`src/rtl/alarm_zone_ctrl_if.sv`:
```
// alarm_zone_ctrl_if: sensor, control and status bundle of the alarm controller
interface alarm_zone_ctrl_if #(parameter int N_ZONES = 4);
  logic [N_ZONES-1:0] zone_in;
  logic [N_ZONES-1:0] zone_en;
  logic               arm;
  logic               disarm;
  logic               panic;
  logic               siren;
  logic               chime;
  logic               arm_fail;
  logic [2:0]         state;
  logic [N_ZONES-1:0] alarm_zones;
  modport master (
    output zone_in, zone_en, arm, disarm, panic,
    input  siren, chime, arm_fail, state, alarm_zones
  );
  modport slave (
    input  zone_in, zone_en, arm, disarm, panic,
    output siren, chime, arm_fail, state, alarm_zones
  );
endinterface

```
`src/rtl/alarm_zone_ctrl.sv`:
```
// alarm_zone_ctrl: multi-zone intruder alarm with debounce, exit/entry delays, timed siren and zone latch
module alarm_zone_ctrl #(
  parameter int N_ZONES      = 4,
  parameter int ENTRY_ZONE   = 0,
  parameter int DEBOUNCE_CYC = 4,
  parameter int EXIT_DELAY   = 32,
  parameter int ENTRY_DELAY  = 16,
  parameter int SIREN_TIME   = 64
) (
  input logic              clk,
  input logic              rst_n,
  alarm_zone_ctrl_if.slave bus
);
  localparam int MAX_A = EXIT_DELAY > ENTRY_DELAY ? EXIT_DELAY : ENTRY_DELAY;
  localparam int MAX_D = MAX_A > SIREN_TIME ? MAX_A : SIREN_TIME;
  localparam int DW    = $clog2(MAX_D) + 1;
  localparam int CW    = $clog2(DEBOUNCE_CYC + 1);
  localparam logic [N_ZONES-1:0] ENTRY_M = N_ZONES'(1 << ENTRY_ZONE);
  typedef enum logic [2:0] {
    DISARMED = 3'd0, EXIT = 3'd1, ARMED = 3'd2, ENTRY = 3'd3, ALARM = 3'd4, SILENCED = 3'd5
  } state_t;
  state_t             state_q, state_d;
  logic [N_ZONES-1:0] zs1_q, zs2_q, az_q, az_d, act;
  logic               ps1_q, ps2_q, arm_fail_q, arm_fail_d;
  logic [CW-1:0]      cnt_q [N_ZONES];
  logic [CW-1:0]      cnt_d [N_ZONES];
  logic [DW-1:0]      dly_q, dly_d;
  // per-zone saturating debounce counter and masked active vector
  always_comb begin
    for (int i = 0; i < N_ZONES; i++) begin
      cnt_d[i] = !zs2_q[i] ? '0 : (cnt_q[i] == CW'(DEBOUNCE_CYC) ? cnt_q[i] : cnt_q[i] + 1'b1);
      act[i]   = (cnt_q[i] == CW'(DEBOUNCE_CYC)) & bus.zone_en[i];
    end
  end
  // next state with disarm > panic > normal transitions; delay reloads on every state change
  always_comb begin
    state_d    = state_q;
    dly_d      = dly_q - 1'b1;
    arm_fail_d = 1'b0;
    if (bus.disarm) state_d = DISARMED;
    else if (ps2_q && state_q != ALARM) state_d = ALARM;
    else begin
      case (state_q)
        DISARMED: if (bus.arm) begin
          if (|act) arm_fail_d = 1'b1;
          else state_d = EXIT;
        end
        EXIT:     if (dly_q == '0) state_d = ARMED;
        ARMED:    state_d = |(act & ~ENTRY_M) ? ALARM : (|(act & ENTRY_M) ? ENTRY : ARMED);
        ENTRY:    if (|(act & ~ENTRY_M) || dly_q == '0) state_d = ALARM;
        ALARM:    if (dly_q == '0) state_d = SILENCED;
        SILENCED: if (|(act & ~az_q)) state_d = ALARM;
        default:  state_d = DISARMED;
      endcase
    end
    if (state_d != state_q)
      dly_d = state_d == EXIT  ? DW'(EXIT_DELAY - 1) :
              state_d == ENTRY ? DW'(ENTRY_DELAY - 1) : DW'(SIREN_TIME - 1);
    az_d = bus.disarm ? '0 :
           (state_d == ALARM || state_q == ALARM || state_q == SILENCED) ? az_q | act : az_q;
  end
  // synchronisers, debounce counters, FSM, delay counter and zone latch
  always_ff @(posedge clk) begin
    if (!rst_n) begin
      zs1_q      <= '0;
      zs2_q      <= '0;
      ps1_q      <= 1'b0;
      ps2_q      <= 1'b0;
      cnt_q      <= '{default: '0};
      state_q    <= DISARMED;
      dly_q      <= '0;
      az_q       <= '0;
      arm_fail_q <= 1'b0;
    end else begin
      zs1_q      <= bus.zone_in;
      zs2_q      <= zs1_q;
      ps1_q      <= bus.panic;
      ps2_q      <= ps1_q;
      cnt_q      <= cnt_d;
      state_q    <= state_d;
      dly_q      <= dly_d;
      az_q       <= az_d;
      arm_fail_q <= arm_fail_d;
    end
  end
  assign bus.siren       = state_q == ALARM;
  assign bus.chime       = state_q == EXIT || state_q == ENTRY;
  assign bus.arm_fail    = arm_fail_q;
  assign bus.state       = state_q;
  assign bus.alarm_zones = az_q;
endmodule

```
`src/flat_wrapper.sv`:
```
// flat-port wrapper written by rule: the top's interface ports become plain ports
module alarm_zone_ctrl_flat 
#(
  parameter int N_ZONES      = 4,
  parameter int ENTRY_ZONE   = 0,
  parameter int DEBOUNCE_CYC = 4,
  parameter int EXIT_DELAY   = 32,
  parameter int ENTRY_DELAY  = 16,
  parameter int SIREN_TIME   = 64
)
  (clk, rst_n, bus_zone_in, bus_zone_en, bus_arm, bus_disarm, bus_panic, bus_siren, bus_chime, bus_arm_fail, bus_state, bus_alarm_zones);
  alarm_zone_ctrl_if #(.N_ZONES(N_ZONES)) bus_i ();
  input logic clk;
  input logic rst_n;
  input wire logic [$bits(bus_i.zone_in)-1:0] bus_zone_in;
  input wire logic [$bits(bus_i.zone_en)-1:0] bus_zone_en;
  input wire logic [$bits(bus_i.arm)-1:0] bus_arm;
  input wire logic [$bits(bus_i.disarm)-1:0] bus_disarm;
  input wire logic [$bits(bus_i.panic)-1:0] bus_panic;
  output wire logic [$bits(bus_i.siren)-1:0] bus_siren;
  output wire logic [$bits(bus_i.chime)-1:0] bus_chime;
  output wire logic [$bits(bus_i.arm_fail)-1:0] bus_arm_fail;
  output wire logic [$bits(bus_i.state)-1:0] bus_state;
  output wire logic [$bits(bus_i.alarm_zones)-1:0] bus_alarm_zones;
  assign bus_i.zone_in = bus_zone_in;
  assign bus_i.zone_en = bus_zone_en;
  assign bus_i.arm = bus_arm;
  assign bus_i.disarm = bus_disarm;
  assign bus_i.panic = bus_panic;
  assign bus_siren = bus_i.siren;
  assign bus_chime = bus_i.chime;
  assign bus_arm_fail = bus_i.arm_fail;
  assign bus_state = bus_i.state;
  assign bus_alarm_zones = bus_i.alarm_zones;
  alarm_zone_ctrl #(.N_ZONES(N_ZONES), .ENTRY_ZONE(ENTRY_ZONE), .DEBOUNCE_CYC(DEBOUNCE_CYC), .EXIT_DELAY(EXIT_DELAY), .ENTRY_DELAY(ENTRY_DELAY), .SIREN_TIME(SIREN_TIME)) u_core (.clk(clk), .rst_n(rst_n), .bus(bus_i));
endmodule
```
`config.mk`:
```
export PLATFORM = sky130hd
export DESIGN_NAME = alarm_zone_ctrl_flat
export DESIGN_NICKNAME = d
export VERILOG_FILES = /design/src/rtl/alarm_zone_ctrl_if.sv /design/src/rtl/alarm_zone_ctrl.sv /design/src/flat_wrapper.sv
export SDC_FILE = /design/constraint.sdc
export NUM_CORES = 1
export LEC_CHECK = 0
export ABC_AREA = 1
export BUFFER_PORTS_ARGS = -buffer_cell sky130_fd_sc_hd__buf_2
export CORE_MARGIN = 5
export CORE_UTILIZATION = 60
export CTS_BUF_LIST = sky130_fd_sc_hd__clkbuf_16
export DETAILED_ROUTE_END_ITERATION = 8
export PLACE_DENSITY = 0.93
export SLEW_MARGIN = 10
export SYNTH_ARGS = -nofsm -noshare
export SYNTH_HDL_FRONTEND = slang
export SYNTH_SLANG_ARGS = --single-unit
```
`constraint.sdc`:
```
create_clock -name clk -period 4.1 [get_ports clk]
set_input_delay 0.41 -clock clk [delete_from_list [all_inputs] [get_ports clk]]
set_output_delay 0.41 -clock clk [all_outputs]
set_load 0.03 [all_outputs]
```
[Yosys cells after proc, flatten, opt, wreduce, memory -nomap -nowiden]
Index checks and enable logic that the tools add are counted.
Word-level totals
  output and inout bits: 10
  bits of input ports: 13
  word-level logic and storage cells: 72
  flip-flop bits (word level): 37
Operators by class
  add/sub/neg operators: 5
  equal/unequal tests: 14
  reduce and logical (&&, ||, !) cells: 16
  bitwise operators: 10
  muxes and demuxes: 15
Operators with widths (number)
  $mux W3: 9
  $eq A3 B3 Y1 const B: 7
  $pmux W3 S6: 1
  $mux W7: 2
  $add A3 B1 Y3 const B: 4
  $eq A3 B2 Y1 const B: 3
  $reduce_and A2 Y1: 4
  $reduce_or A4 Y1: 2
  $logic_not A7 Y1: 1
  $sub A7 B1 Y7 const B: 1
  $eq A3 B1 Y1 const B: 2
  $mux W6: 1
  $reduce_or A5 Y1: 1
  $and A1 B1 Y1: 4
  $and A4 B4 Y4: 1
  $logic_or A1 B1 Y1: 4
  $not A4 Y4: 1
  $or A4 B4 Y4: 1
  $logic_not A3 Y1: 1
  $ne A3 B3 Y1: 1
  $ne A3 B3 Y1 const B: 1
  $not A1 Y1: 3
  $reduce_or A3 Y1: 1
  $mux W1: 2
  other kinds (2): 2

[Depth between registers and ports, before layout]
  depth after elaboration: 12
  mapped depth: 17

[Worst setup path before layout]
Ideal clock, no wire load.
  kind: flip-flop to flip-flop
  start: reg u_core.state_q[2], in the netlist u_core.bus.state[2]
  end: reg u_core.dly_q[3]
  buffers on the path: 0
  cell stages (with the launch flop): 12
  library setup time: 0.113 ns
  period minus slack after synthesis: 1.879 ns
  data required time: 3.987 ns
  data arrival time: 1.766 ns
  path slack: 2.221 ns
  cell sequence: dfxtp_1 -> inv_2 -> nor2_4 -> nor2_4 -> nor2_4 -> nand2_1 -> nand2_1 -> nand3_2 -> nor2_4 -> nand2_4 -> o21ai_1 -> inv_1
On the way
  elaborated cells on any way between the ends: 21
  classes of those cells: eq/ne (8); mux (11); reduce/logical (2)
RTL lines
  from (decl): RTL line alarm_zone_ctrl.sv:22  | state_t state_q, state_d;
  from (signal assigned): RTL line alarm_zone_ctrl.sv:80  | state_q <= state_d;
  $eq A3 B3 Y1 *
  net bus_siren: RTL line flat_wrapper.sv:20  | output wire logic [$bits(bus_i.siren)-1:0] bus_siren;
  $pmux W3 S6 *: RTL line alarm_zone_ctrl.sv:43  | case (state_q)
  $mux W3 *: RTL line alarm_zone_ctrl.sv:41  | else if (ps2_q && state_q != ALARM) state_d = ALARM;
  $mux W3 *: RTL line alarm_zone_ctrl.sv:40  | if (bus.disarm) state_d = DISARMED;
  $eq A3 B1 Y1: RTL line alarm_zone_ctrl.sv:57  | dly_d = state_d == EXIT ? DW'(EXIT_DELAY - 1) :
  $mux W7: RTL line alarm_zone_ctrl.sv:57
  $mux W7 *: RTL line alarm_zone_ctrl.sv:56  | if (state_d != state_q)
  to (signal assigned): RTL line alarm_zone_ctrl.sv:81  | dly_q <= dly_d;
  to (decl): RTL line alarm_zone_ctrl.sv:27  | logic [DW-1:0] dly_q, dly_d;
Mark *: on every way through the listed nets, which the timed path passes. The rest lies on a longest branch.
A chain may end at the register's enable or synchronous reset.

[Final worst setup path]
  start: reg u_core.cnt_q[0] (netlist bit)
  end: reg u_core.dly_q[2]
On the way
  cells in the longest elaborated chain, start to end: 11
  elaborated cells on any way between the ends: 19
  classes of those cells: eq/ne (3); mux (10); bitwise (2); reduce/logical (4)
RTL lines
  from (decl): RTL line alarm_zone_ctrl.sv:25  | logic [CW-1:0] cnt_q [N_ZONES];
  from (signal assigned): RTL line alarm_zone_ctrl.sv:79  | cnt_q <= cnt_d;
  $eq A3 B3 Y1 *: RTL line alarm_zone_ctrl.sv:32  | act[i] = (cnt_q[i] == CW'(DEBOUNCE_CYC)) & bus.zone_en[i];
  $and A1 B1 Y1 *: RTL line alarm_zone_ctrl.sv:32
  $and A4 B4 Y4 (tied with other cells): RTL line alarm_zone_ctrl.sv:52  | SILENCED: if (|(act & ~az_q)) state_d = ALARM;
  $reduce_or A4 Y1 (tied with other cells): RTL line alarm_zone_ctrl.sv:52
  $mux W3, on equally long branches: RTL line alarm_zone_ctrl.sv:52, alarm_zone_ctrl.sv:44, alarm_zone_ctrl.sv:50
  $pmux W3 S6 *: RTL line alarm_zone_ctrl.sv:43
  $mux W3 *: RTL line alarm_zone_ctrl.sv:41
  $mux W3 *: RTL line alarm_zone_ctrl.sv:40
  $eq A3 B1 Y1: RTL line alarm_zone_ctrl.sv:57
  $mux W7: RTL line alarm_zone_ctrl.sv:57
  $mux W7 *: RTL line alarm_zone_ctrl.sv:56
Mark *: on every way between the ends. The rest lies on a longest branch, timed or not.

==> key figures <==
Global routing
  – Vias in the first global route: 1464
  – Overflow after GRT: 0
  – Tot GR Track Use: 19.2%
  – First-pass GRT wire length: 6.22 mm
  – Antenna violations before repair: 0
  – Largest net degree at the start of global routing: 23

Power and ir drop
  – Pwr dens: 475 mW/mm^2
  – Pwr Total: 1.01 mW
  – Max VDD drop: 0.000359 V
  – LEAKAGE: 1.14 nW

Synthesis
  – Mapped Area: 0.00180 sq mm
  – Synth Instances: 244
  – Synth cell types: 23
  – Syn avg cell area: 7.37 sq um
  – Synth Register Bits: 37
  – Post-synthesis sequential area ratio: 41.2%
  – Ys Warns: 0
  – Syn_nets: 266

Finish
  – Diodes inserted: 0
  – Area Growth Syn to Fin: 18.6%
  – Post-layout nets: 293
  – FILL cells: 218
  – Share of cells above drive strength 1: 17.6%
  – Register area: 741 sq um
  – Multi-input gate area: 871 sq um

Worst setup path
  – Arr. time, crit path: 2.31 ns
  – Delay-heaviest family, CP: simple AND/OR/NAND/NOR gates
  – CP required: 4.28 ns
  – CP max stage delay: 0.36 ns
  – Crit path kind: flop to flop
  – Crit path max-delay cell type: dfxtp_1
  – Critical path launch point type: flop
  – CP cell instances: inv_1 -> ha_1 -> nand3_1 -> nand2_1 -> nor2_2 -> nand2_1 -> nand2_1 -> nand4_1 -> nand2_1 -> nor2_1 -> nor2_4 -> nand2_4 -> o21ai_1 -> inv_1
  – Critical path buffers and inverters: 2
  – Crit. End Element: flop
  – Most frequent CP cell: nand2_1
  – Max FO, Critical Path: 5

Floorplan
  – Rows: 19
  – Total die area: 0.00419 sq mm
  – Die height: 64.8 microns
  – Core footprint: 0.00281 sq mm
  – Ports: 23
  – Die width: 64.8 microns
  – Initial core utilization: 64.1%

Timing
  – Tmin final: 2.14 ns
  – Fmax achieved: 468 MHz
  – Fin. Hold Viols: 0
  – Normalized max-slew margin: 74.6%
  – RSZ-0062 raised after global routing: false
  – Final setup viols: 0
  – Final Max Tran Viols: 0
  – Worst slew pin tran: 0.381 ns
  – Clk_skew: 0.00174 ns
  – Setup TNS: 0 ns
  – Period Utilization, post-route: 52.1%

Drt
  – Max layer used: met4
  – Via count: 1581
  – Detailed-route vias per instance: 5.22
  – DRT Wirelength: 3.67 mm
  – Met2 routed WL: 1.83 mm
  – Routed length on met3: 244 microns
  – Post-route ant nets: 0
  – DR iter-0 viols: 146
  – Routed len/inst: 12.1 microns
  – DRC errors left: 0
  – Met1 Wirelength: 1.52 mm
  – First-pass DRT Iterations: 4

Place
  – GPL Wtd Cong: 0.955
  – IO Port Bufs: 22
  – DP HPWL: 2.52 mm

Clocking
  – CTS Sinks: 37
  – CTS tree: done
  – Skew-Pair Late Insertion Delay: 0.28 ns
  – Reg clk slew, reported paths: 0.06 ns
  – Post-CTS setup buffers: 0
  – CTS resizes: 0
  – Cts bufs inserted: 5
  – CTS Root Cell: clkbuf_16
  – H-tree levels: 2
  – Hold_buf cts: 0
  – Max clock buf depth: 2

Run status
  – Outcome: finished, final reports clean

Run
  – Max cap viols: 0

Min path
  – Hold/Removal Path Class: input pin to flop
state kept, by name (all words and copies together), names as in the netlist:
signal	flops
u_core.cnt_q	12
u_core.dly_q	7
u_core.bus.alarm_zones	4
u_core.zs1_q	4
u_core.zs2_q	4
u_core.bus.state	3
u_core.bus.arm_fail	1
u_core.ps1_q	1
u_core.ps2_q	1
worst paths after layout:
| path | from | endpoint | slack (ns) | cells after the start |
|---|---|---|---|---|
| worst max-delay path | u_core.cnt_q[0]$_SDFFE_PN0P_ | u_core.dly_q[2]$_SDFF_PN0_ | 1.96 | 14 |
| worst min-delay path | bus_panic | u_core.ps1_q$_SDFF_PN0_ | 0.31 | 3 |
| worst max register to register | u_core.cnt_q[0]$_SDFFE_PN0P_ | u_core.dly_q[2]$_SDFF_PN0_ | 1.96 | 14 |
| worst min register to register | u_core.zs1_q[1]$_SDFF_PN0_ | u_core.zs2_q[1]$_SDFF_PN0_ | 0.41 | 2 |
layout by cell type, fill, tap and decap left out:
cell       instances
nand2_1           57
inv_1             47
dfxtp_1           37
buf_2             22
nand3_1           19
nor2_1            15
a21oi_1           15
ha_1               9
nand2_2            6
nor2_4             5
o21ai_1            5
xnor2_1            5
clkbuf_16          5
a211oi_1           4
nor3_1             3
xor2_1             3
nor2_2             2
nand4_1            2
nand3_2            2
o21ai_0            2
bufinv_16          2
inv_2              1
nor3_2             1
nand3b_1           1
nand2_4            1
inv_6              1
logic make-up after synthesis:
group,synth area share [%]
and+or+nand+nor,30.5
buffers and inverters,10.4
DFF,41.2
AOI/OAI and AO/OA,7.79
adders and majority gates,6.26
xor gates and xnor gates,3.89
routing by layer:
| metal | up-vias | GRT usage (%) |
|---|---|---|
| li1 | 809 | - |
| met1 | 711 | 21.2 |
| met5 | - | 0 |
| met3 | 6 | 5.35 |
| met2 | 55 | 34.2 |
| met4 | 0 | 8.71 |
metrics by stage:
stage	cells	util (%)	hold WS [ns]	worst slack (ns)	cell area, sq um
finish	303	76.1	0.308	1.96	2130
global placement	295	69.2	0.392	2.13	1940
detailed placement	295	69.2	0.397	2.09	1940
global route	303	76.1	0.314	1.80	2130
CTS	303	76.1	0.303	2.01	2130
floorplan	244	-	0.390	2.22	1800
synthesized netlist by cell type:
master	number	share of area (%)
nand2_4	1	0.63
inv_2	1	0.21
dfxtp_1	37	41
nand2_1	57	12
xor2_1	3	1.5
nand3_2	2	1.1
a21oi_1	15	4.2
inv_1	47	9.8
nor3_2	1	0.56
xnor2_1	5	2.4
nand2_2	6	2.1
nand4_1	2	0.70
nor2_1	15	3.1
a211oi_1	4	1.7
clkbuf_1	2	0.42
nor3_1	3	0.83
nor2_4	5	3.1
o21ai_1	5	1.4
nand3_1	19	5.3
o21ai_0	2	0.56
nor2_2	2	0.70
ha_1	9	6.3
nand3b_1	1	0.42
power breakdown:
group	total [mW]	internal [mW]	switching [mW]
sequential	0.392	0.379	0.0130
clock	0.498	0.350	0.148
combinational	0.122	0.0454	0.0767
total	1.01	0.775	0.238
cell type report:
cell class	instances	share of cell area, %
clock buffer	5	5.86
inverter	48	8.44
tap	31	1.82
sequential	37	34.7
clock inverter	3	3.22
timing repair buffer	22	5.16
multi-input combinational	157	40.8
worst register-to-register path, delay by kind of cell, from the launching register on:
family                   cells  cell delay (ns)
AND/OR/NAND/NOR             10             1.19
flip-flops                   1             0.36
adder cells (fa/ha/maj)      1             0.22
AO/OA/AOI/OAI                1             0.14
buffers and inverters        2             0.13
Power figures use the tool's default switching activity.
